**src/rtl/pixel_stream_tx.sv**
```systemverilog
// Streams one frame of DEPTH lattice pixels from a 9-port BRAM read interface onto AXI-Stream.
// Reads are credit-limited into a 3-entry output FIFO so back-pressure never loses or repeats a pixel.
module pixel_stream_tx #(
  parameter int DATA_WIDTH             = 16,
  parameter int DEPTH                  = 2500,
  parameter int ADDRESS_WIDTH          = 12,
  parameter int C_M00_AXIS_TDATA_WIDTH = 144
) (
  input  logic                                m00_axis_aclk,
  input  logic                                m00_axis_aresetn,
  input  logic                                start,
  output logic [ADDRESS_WIDTH-1:0]            rd_addr,
  output logic                                rd_en,
  input  logic [DATA_WIDTH-1:0]               rd_n,
  input  logic [DATA_WIDTH-1:0]               rd_null,
  input  logic [DATA_WIDTH-1:0]               rd_ne,
  input  logic [DATA_WIDTH-1:0]               rd_e,
  input  logic [DATA_WIDTH-1:0]               rd_se,
  input  logic [DATA_WIDTH-1:0]               rd_s,
  input  logic [DATA_WIDTH-1:0]               rd_sw,
  input  logic [DATA_WIDTH-1:0]               rd_w,
  input  logic [DATA_WIDTH-1:0]               rd_nw,
  output logic                                m00_axis_tvalid,
  output logic [C_M00_AXIS_TDATA_WIDTH-1:0]   m00_axis_tdata,
  output logic [C_M00_AXIS_TDATA_WIDTH/8-1:0] m00_axis_tstrb,
  output logic                                m00_axis_tlast,
  input  logic                                m00_axis_tready,
  output logic                                busy,
  output logic                                done
);

  localparam int CW = $clog2(DEPTH + 1);
  localparam int TW = C_M00_AXIS_TDATA_WIDTH;

  typedef enum logic [1:0] {S_IDLE, S_STREAM, S_DONE} state_t;

  state_t            state_q, state_d;
  logic [CW-1:0]     issued_q, issued_d;
  logic [ADDRESS_WIDTH-1:0] addr_q, addr_d;
  logic              rd_en_q, rd_en_d;
  logic              rd_last_q, rd_last_d;
  logic              vld_q, vld_last_q;
  logic [TW-1:0]     mem_q [3];
  logic [2:0]        last_q;
  logic [1:0]        wr_ptr_q, rd_ptr_q, count_q, count_d;
  logic              push, pop;
  logic [9*DATA_WIDTH-1:0] pix;

  function automatic logic [1:0] ptr_inc(input logic [1:0] p);
    return (p == 2'd2) ? 2'd0 : p + 2'd1;
  endfunction

  assign pix  = {rd_nw, rd_w, rd_sw, rd_s, rd_se, rd_e, rd_ne, rd_null, rd_n};
  assign push = vld_q;
  assign pop  = m00_axis_tvalid & m00_axis_tready;
  assign count_d = count_q + {1'b0, push} - {1'b0, pop};

  always_comb begin
    state_d   = state_q;
    issued_d  = issued_q;
    addr_d    = addr_q;
    rd_en_d   = 1'b0;
    rd_last_d = 1'b0;
    case (state_q)
      S_IDLE:   if (start) state_d = S_STREAM;
      S_STREAM: if (pop && last_q[rd_ptr_q]) state_d = S_DONE;
      default:  state_d = S_IDLE;
    endcase
    // Credit check: entries after this edge plus the read still at the BRAM must leave a free slot.
    if (state_d == S_STREAM && issued_q < CW'(DEPTH) &&
        ({1'b0, count_d} + {2'b0, rd_en_q}) <= 3'd2) begin
      rd_en_d   = 1'b1;
      addr_d    = ADDRESS_WIDTH'(issued_q);
      issued_d  = issued_q + 1'b1;
      rd_last_d = (issued_q == CW'(DEPTH - 1));
    end
    if (state_d == S_IDLE) issued_d = '0;
  end

  always_ff @(posedge m00_axis_aclk or negedge m00_axis_aresetn) begin
    if (!m00_axis_aresetn) begin
      state_q    <= S_IDLE;
      issued_q   <= '0;
      addr_q     <= '0;
      rd_en_q    <= 1'b0;
      rd_last_q  <= 1'b0;
      vld_q      <= 1'b0;
      vld_last_q <= 1'b0;
      wr_ptr_q   <= '0;
      rd_ptr_q   <= '0;
      count_q    <= '0;
      last_q     <= '0;
      for (int i = 0; i < 3; i++) mem_q[i] <= '0;
    end else begin
      state_q    <= state_d;
      issued_q   <= issued_d;
      addr_q     <= addr_d;
      rd_en_q    <= rd_en_d;
      rd_last_q  <= rd_last_d;
      vld_q      <= rd_en_q;
      vld_last_q <= rd_last_q;
      count_q    <= count_d;
      if (push) begin
        mem_q[wr_ptr_q]  <= TW'(pix);
        last_q[wr_ptr_q] <= vld_last_q;
        wr_ptr_q         <= ptr_inc(wr_ptr_q);
      end
      if (pop) rd_ptr_q <= ptr_inc(rd_ptr_q);
    end
  end

  assign rd_addr         = addr_q;
  assign rd_en           = rd_en_q;
  assign m00_axis_tvalid = (count_q != 2'd0);
  assign m00_axis_tdata  = m00_axis_tvalid ? mem_q[rd_ptr_q] : '0;
  assign m00_axis_tstrb  = {(TW/8){m00_axis_tvalid}};
  assign m00_axis_tlast  = m00_axis_tvalid & last_q[rd_ptr_q];
  assign busy            = (state_q != S_IDLE);
  assign done            = (state_q == S_DONE);

endmodule

```
**config.mk**
```make
export PLATFORM = sky130hd
export DESIGN_NAME = pixel_stream_tx
export DESIGN_NICKNAME = d
export VERILOG_FILES = /design/src/rtl/pixel_stream_tx.sv
export SDC_FILE = /design/constraint.sdc
export NUM_CORES = 1
export LEC_CHECK = 0
export ABC_AREA = 1
export ABC_CLOCK_PERIOD_IN_PS = 3100
export BUFFER_PORTS_ARGS = -buffer_cell sky130_fd_sc_hd__buf_2
export CORE_MARGIN = 10
export CORE_UTILIZATION = 45
export DETAILED_ROUTE_END_ITERATION = 8
export HOLD_SLACK_MARGIN = 0.03
export PLACE_DENSITY = 0.67
export SYNTH_ARGS = -nofsm -noshare
export SYNTH_HDL_FRONTEND = slang
export SYNTH_SLANG_ARGS = --single-unit
```
**constraint.sdc**
```tcl
create_clock -name m00_axis_aclk -period 3.1 [get_ports m00_axis_aclk]
set_clock_uncertainty 0.1 [all_clocks]
set_input_delay 0.155 -clock m00_axis_aclk [delete_from_list [all_inputs] [get_ports m00_axis_aclk]]
set_output_delay 0.155 -clock m00_axis_aclk [all_outputs]
set_load 0.02 [all_outputs]
```
==> results.sh <==
export IMPL_grt_overflow_total=0
export IMPL_antenna_left=0
export IMPL_cts_max_level=2
export IMPL_vias_per_cell=5.19
export IMPL_yosysWarnings=0
export IMPL_row_count=80
export IMPL_hold_violations=0
export IMPL_yosys_area_share_simple_pct=24.7
export IMPL_portBuffers=326
export IMPL_critPathKind="reg -> out"
export IMPL_r2r_end="rd_last_q$_DFF_PN0_"
export IMPL_die_h_um=239
export IMPL_min_period_ps=2870
export IMPL_syn_area_sq_um=21600
export IMPL_muxShareOfSynthArea_pct=0
export IMPL_placedCellCount=3532
export IMPL_yosysMostFrequentCell="nand2_1"
export IMPL_grt_pass1_wl_mm=103
export IMPL_dr_first_iter_drc_count=1590
export IMPL_status="finished clean"
export IMPL_routabilityCongestion=0.797
export IMPL_synth_edf_count=0
export IMPL_synth_xor_area_share_pct=0.202
export IMPL_crit_cells=7
export IMPL_crit_fanout=43
export IMPL_clk_latency_ps=580
export IMPL_synthDistinctLibCells=26
export IMPL_postLayoutCellArea_sq_um=26900
export IMPL_numCtsBuffers=52
export IMPL_crit_top_cell="nand3_1"
export IMPL_ys_seq_elements=471
export IMPL_synth_top_family_by_area="simple AND/OR/NAND/NOR gates"
export IMPL_reg2reg_depth=16
export IMPL_drt_first_pass_iters=5
export IMPL_startpoint="rd_ptr_q[1]$_DFFE_PN0P_"
export IMPL_worstReg2RegStart="count_q[1]$_DFF_PN0_"
export IMPL_cp_buffers_inverters=4
export IMPL_synth_common_cells="nand2_1 (934), dfrtp_1 (471), o21ai_0 (440), inv_1 (317), nand3_1 (316)"
export IMPL_cts_clk_slew_worst_paths_ps=60
export IMPL_place_area_sq_um=23800
export IMPL_r2r_slack_ps=270
export IMPL_hp_class="in -> async"
export IMPL_wl_mm=63.5
export IMPL_path_cells="inv_4 -> buf_4 -> nand3_1 -> nand3_1 -> nand2_1 -> inv_1 -> buf_2"
export IMPL_netlist_area_leader_share_pct=54.5
export IMPL_static_leakage_power_nw=14.7
export IMPL_maxSlewViolCount=0
export IMPL_cellPowerDensity_nw_per_um2=1200
export IMPL_dieArea_sq_um=57300
export IMPL_nNetsFinal=3272
export IMPL_finalNonFillerCells=3778
export IMPL_drc=0
export IMPL_synthesis_nets=2905
export IMPL_power_mw=32.3
export IMPL_required_ps=2840
export IMPL_postLayoutSetupSlackWorst_ps=229
export IMPL_post_route_period_util_pct=92.6
export IMPL_track_usage_pct=22.1
export IMPL_synth_fa_ha_area_share_pct=0.289
export IMPL_first_global_vias=19500
export IMPL_cp_arrival_ps=2620
export IMPL_rsz0062_at_grt="no"
export IMPL_setup_viol=0
export IMPL_cp_end_kind="output pin"
export IMPL_crit_family="buffers and inverters"
export IMPL_crit_slowest_cell="buf_4"
export IMPL_io_pins=327
export IMPL_clock_sinks=471
export IMPL_relSlewSlack_pct=40.5
export IMPL_synth_flop_cell="dfrtp_1"
export IMPL_die_x_um=239
export IMPL_vias=19600
export IMPL_fin_setup_tns_ps=0
export IMPL_synth_seq_area_share_pct=54.5
export IMPL_syn_to_final_growth_pct=24.5
export IMPL_max_stage_delay_ps=570
export IMPL_fmax_mhz=348
export IMPL_dr_wl_met2_mm=30.0
export IMPL_grt_max_degree=108
export IMPL_synthTopCellsByArea="dfrtp_1 (54%), nand2_1 (16%), o21ai_0 (10%)"
export IMPL_critPathLaunchType="flop"
export IMPL_drv_cap=0
export IMPL_drive_gt1_share_pct=15.1
export IMPL_route_met3_wl_mm=4.51
export IMPL_wl_per_cell_um=16.8
export IMPL_synth_largest_area_cell="dfrtp_1"
export IMPL_synthCells=2752
export IMPL_synth_compound_area_share_pct=10.6
export IMPL_hpwl_mm=37.7
export IMPL_worstMarginPinSlew_ps=892
export IMPL_start_util_pct=45.4
export IMPL_antenna_found_initial=4
export IMPL_multi_input_area_sq_um=7800
export IMPL_top_layer_used="met4"
export IMPL_clk_path_buf_depth=3
export IMPL_hold_slack_ps=16.6
export IMPL_cts_tree="done"
export IMPL_layout_area_seq_sq_um=11800
export IMPL_pre_cts_ws_ps=206
export IMPL_root_buffer="clkbuf_16"
export IMPL_synthArstFlopShare_pct=100
export IMPL_post_route_util_pct=56.5
export IMPL_nFillCells=4256
export IMPL_wl_met1_mm=27.5
export IMPL_syn_avg_cell_area_sq_um=7.86
export IMPL_core_sq_um=47600
export IMPL_ir_drop_mv=0.561
-- how the worst max path moves through the flow --
| stage | end | slack [ps] |
|---|---|---|
| after detailed placement | rd_last_q$_DFF_PN0_ | 210 |
| after global placement | rd_last_q$_DFF_PN0_ | 280 |
| after CTS | rd_last_q$_DFF_PN0_ | 180 |
| after global routing | rd_addr[2]$_DFFE_PN0P_ | 1 |
| after floorplan | rd_addr[10]$_DFFE_PN0P_ | 360 |
| final | m00_axis_tdata[128] | 230 |
-- routing by layer --
metal	up-vias	GRT usage [%]
met1	9439	29.4
li1	9374	-
met5	-	0
met4	0	6.91
met2	681	36.0
met3	99	4.13
-- registers in the layout (all words and copies together), names as in the netlist --
name and flops:
mem_q 432, issued_q 12, rd_addr 12, last_q 3, count_q 2, rd_ptr_q 2
state_q 2, wr_ptr_q 2, push 1, rd_en 1, rd_last_q 1, vld_last_q 1
-- layout by cell type, fill, tap and decap left out, types with 3 or more instances in the layout --
| cell | instances |
|---|---|
| nand3_1 | 313 |
| inv_1 | 315 |
| o21ai_2 | 9 |
| ha_1 | 5 |
| buf_2 | 325 |
| buf_4 | 23 |
| nand4_1 | 17 |
| nor2_1 | 21 |
| nand2_1 | 934 |
| diode_2 | 4 |
| o21ai_0 | 440 |
| inv_2 | 3 |
| clkbuf_16 | 53 |
| buf_12 | 19 |
| nand3_4 | 3 |
| clkbuf_1 | 12 |
| xor2_1 | 4 |
| dfrtp_1 | 470 |
| clkinv_2 | 8 |
| dlygate4sd3_1 | 147 |
| clkinv_4 | 3 |
| clkbuf_8 | 12 |
| nor2_4 | 3 |
-- area by class of cell --
class                      count  area share [%]
sequential                   471            43.8
multi-input combinational   1759            29.0
timing repair buffer         515            13.6
clock buffer                  77            5.70
inverter                     320            4.48
tap                          615            2.86
clock inverter                17           0.590
antenna                        4          0.0372
-- cells by family (layout without fill, tap and decap cells) --
group / count (synthesis) / count (layout)
adder cells (fa/ha/maj): 5 / 5
AO/OA/AOI/OAI: 451 / 451
flip-flops: 471 / 471
buffers and inverters: 522 / 929
XOR/XNOR: 5 / 5
other: 0 / 4
AND/OR/NAND/NOR: 1298 / 1298
-- timing repair --
action / CTS / global route
setup endpoints to repair: 0 / 25
hold buffers: 147 / 0
buffers inserted: 0 / 1
resized for setup: 0 / 1
hold endpoints to repair: 761 / 0
-- power breakdown --
group | internal, mW | switching (mW)
Sequential | 9.10 | 1.54
Combinational | 4.83 | 10.7
Clock | 3.59 | 2.51
Total | 17.5 | 14.7
(Power assumes the default switching activity.)
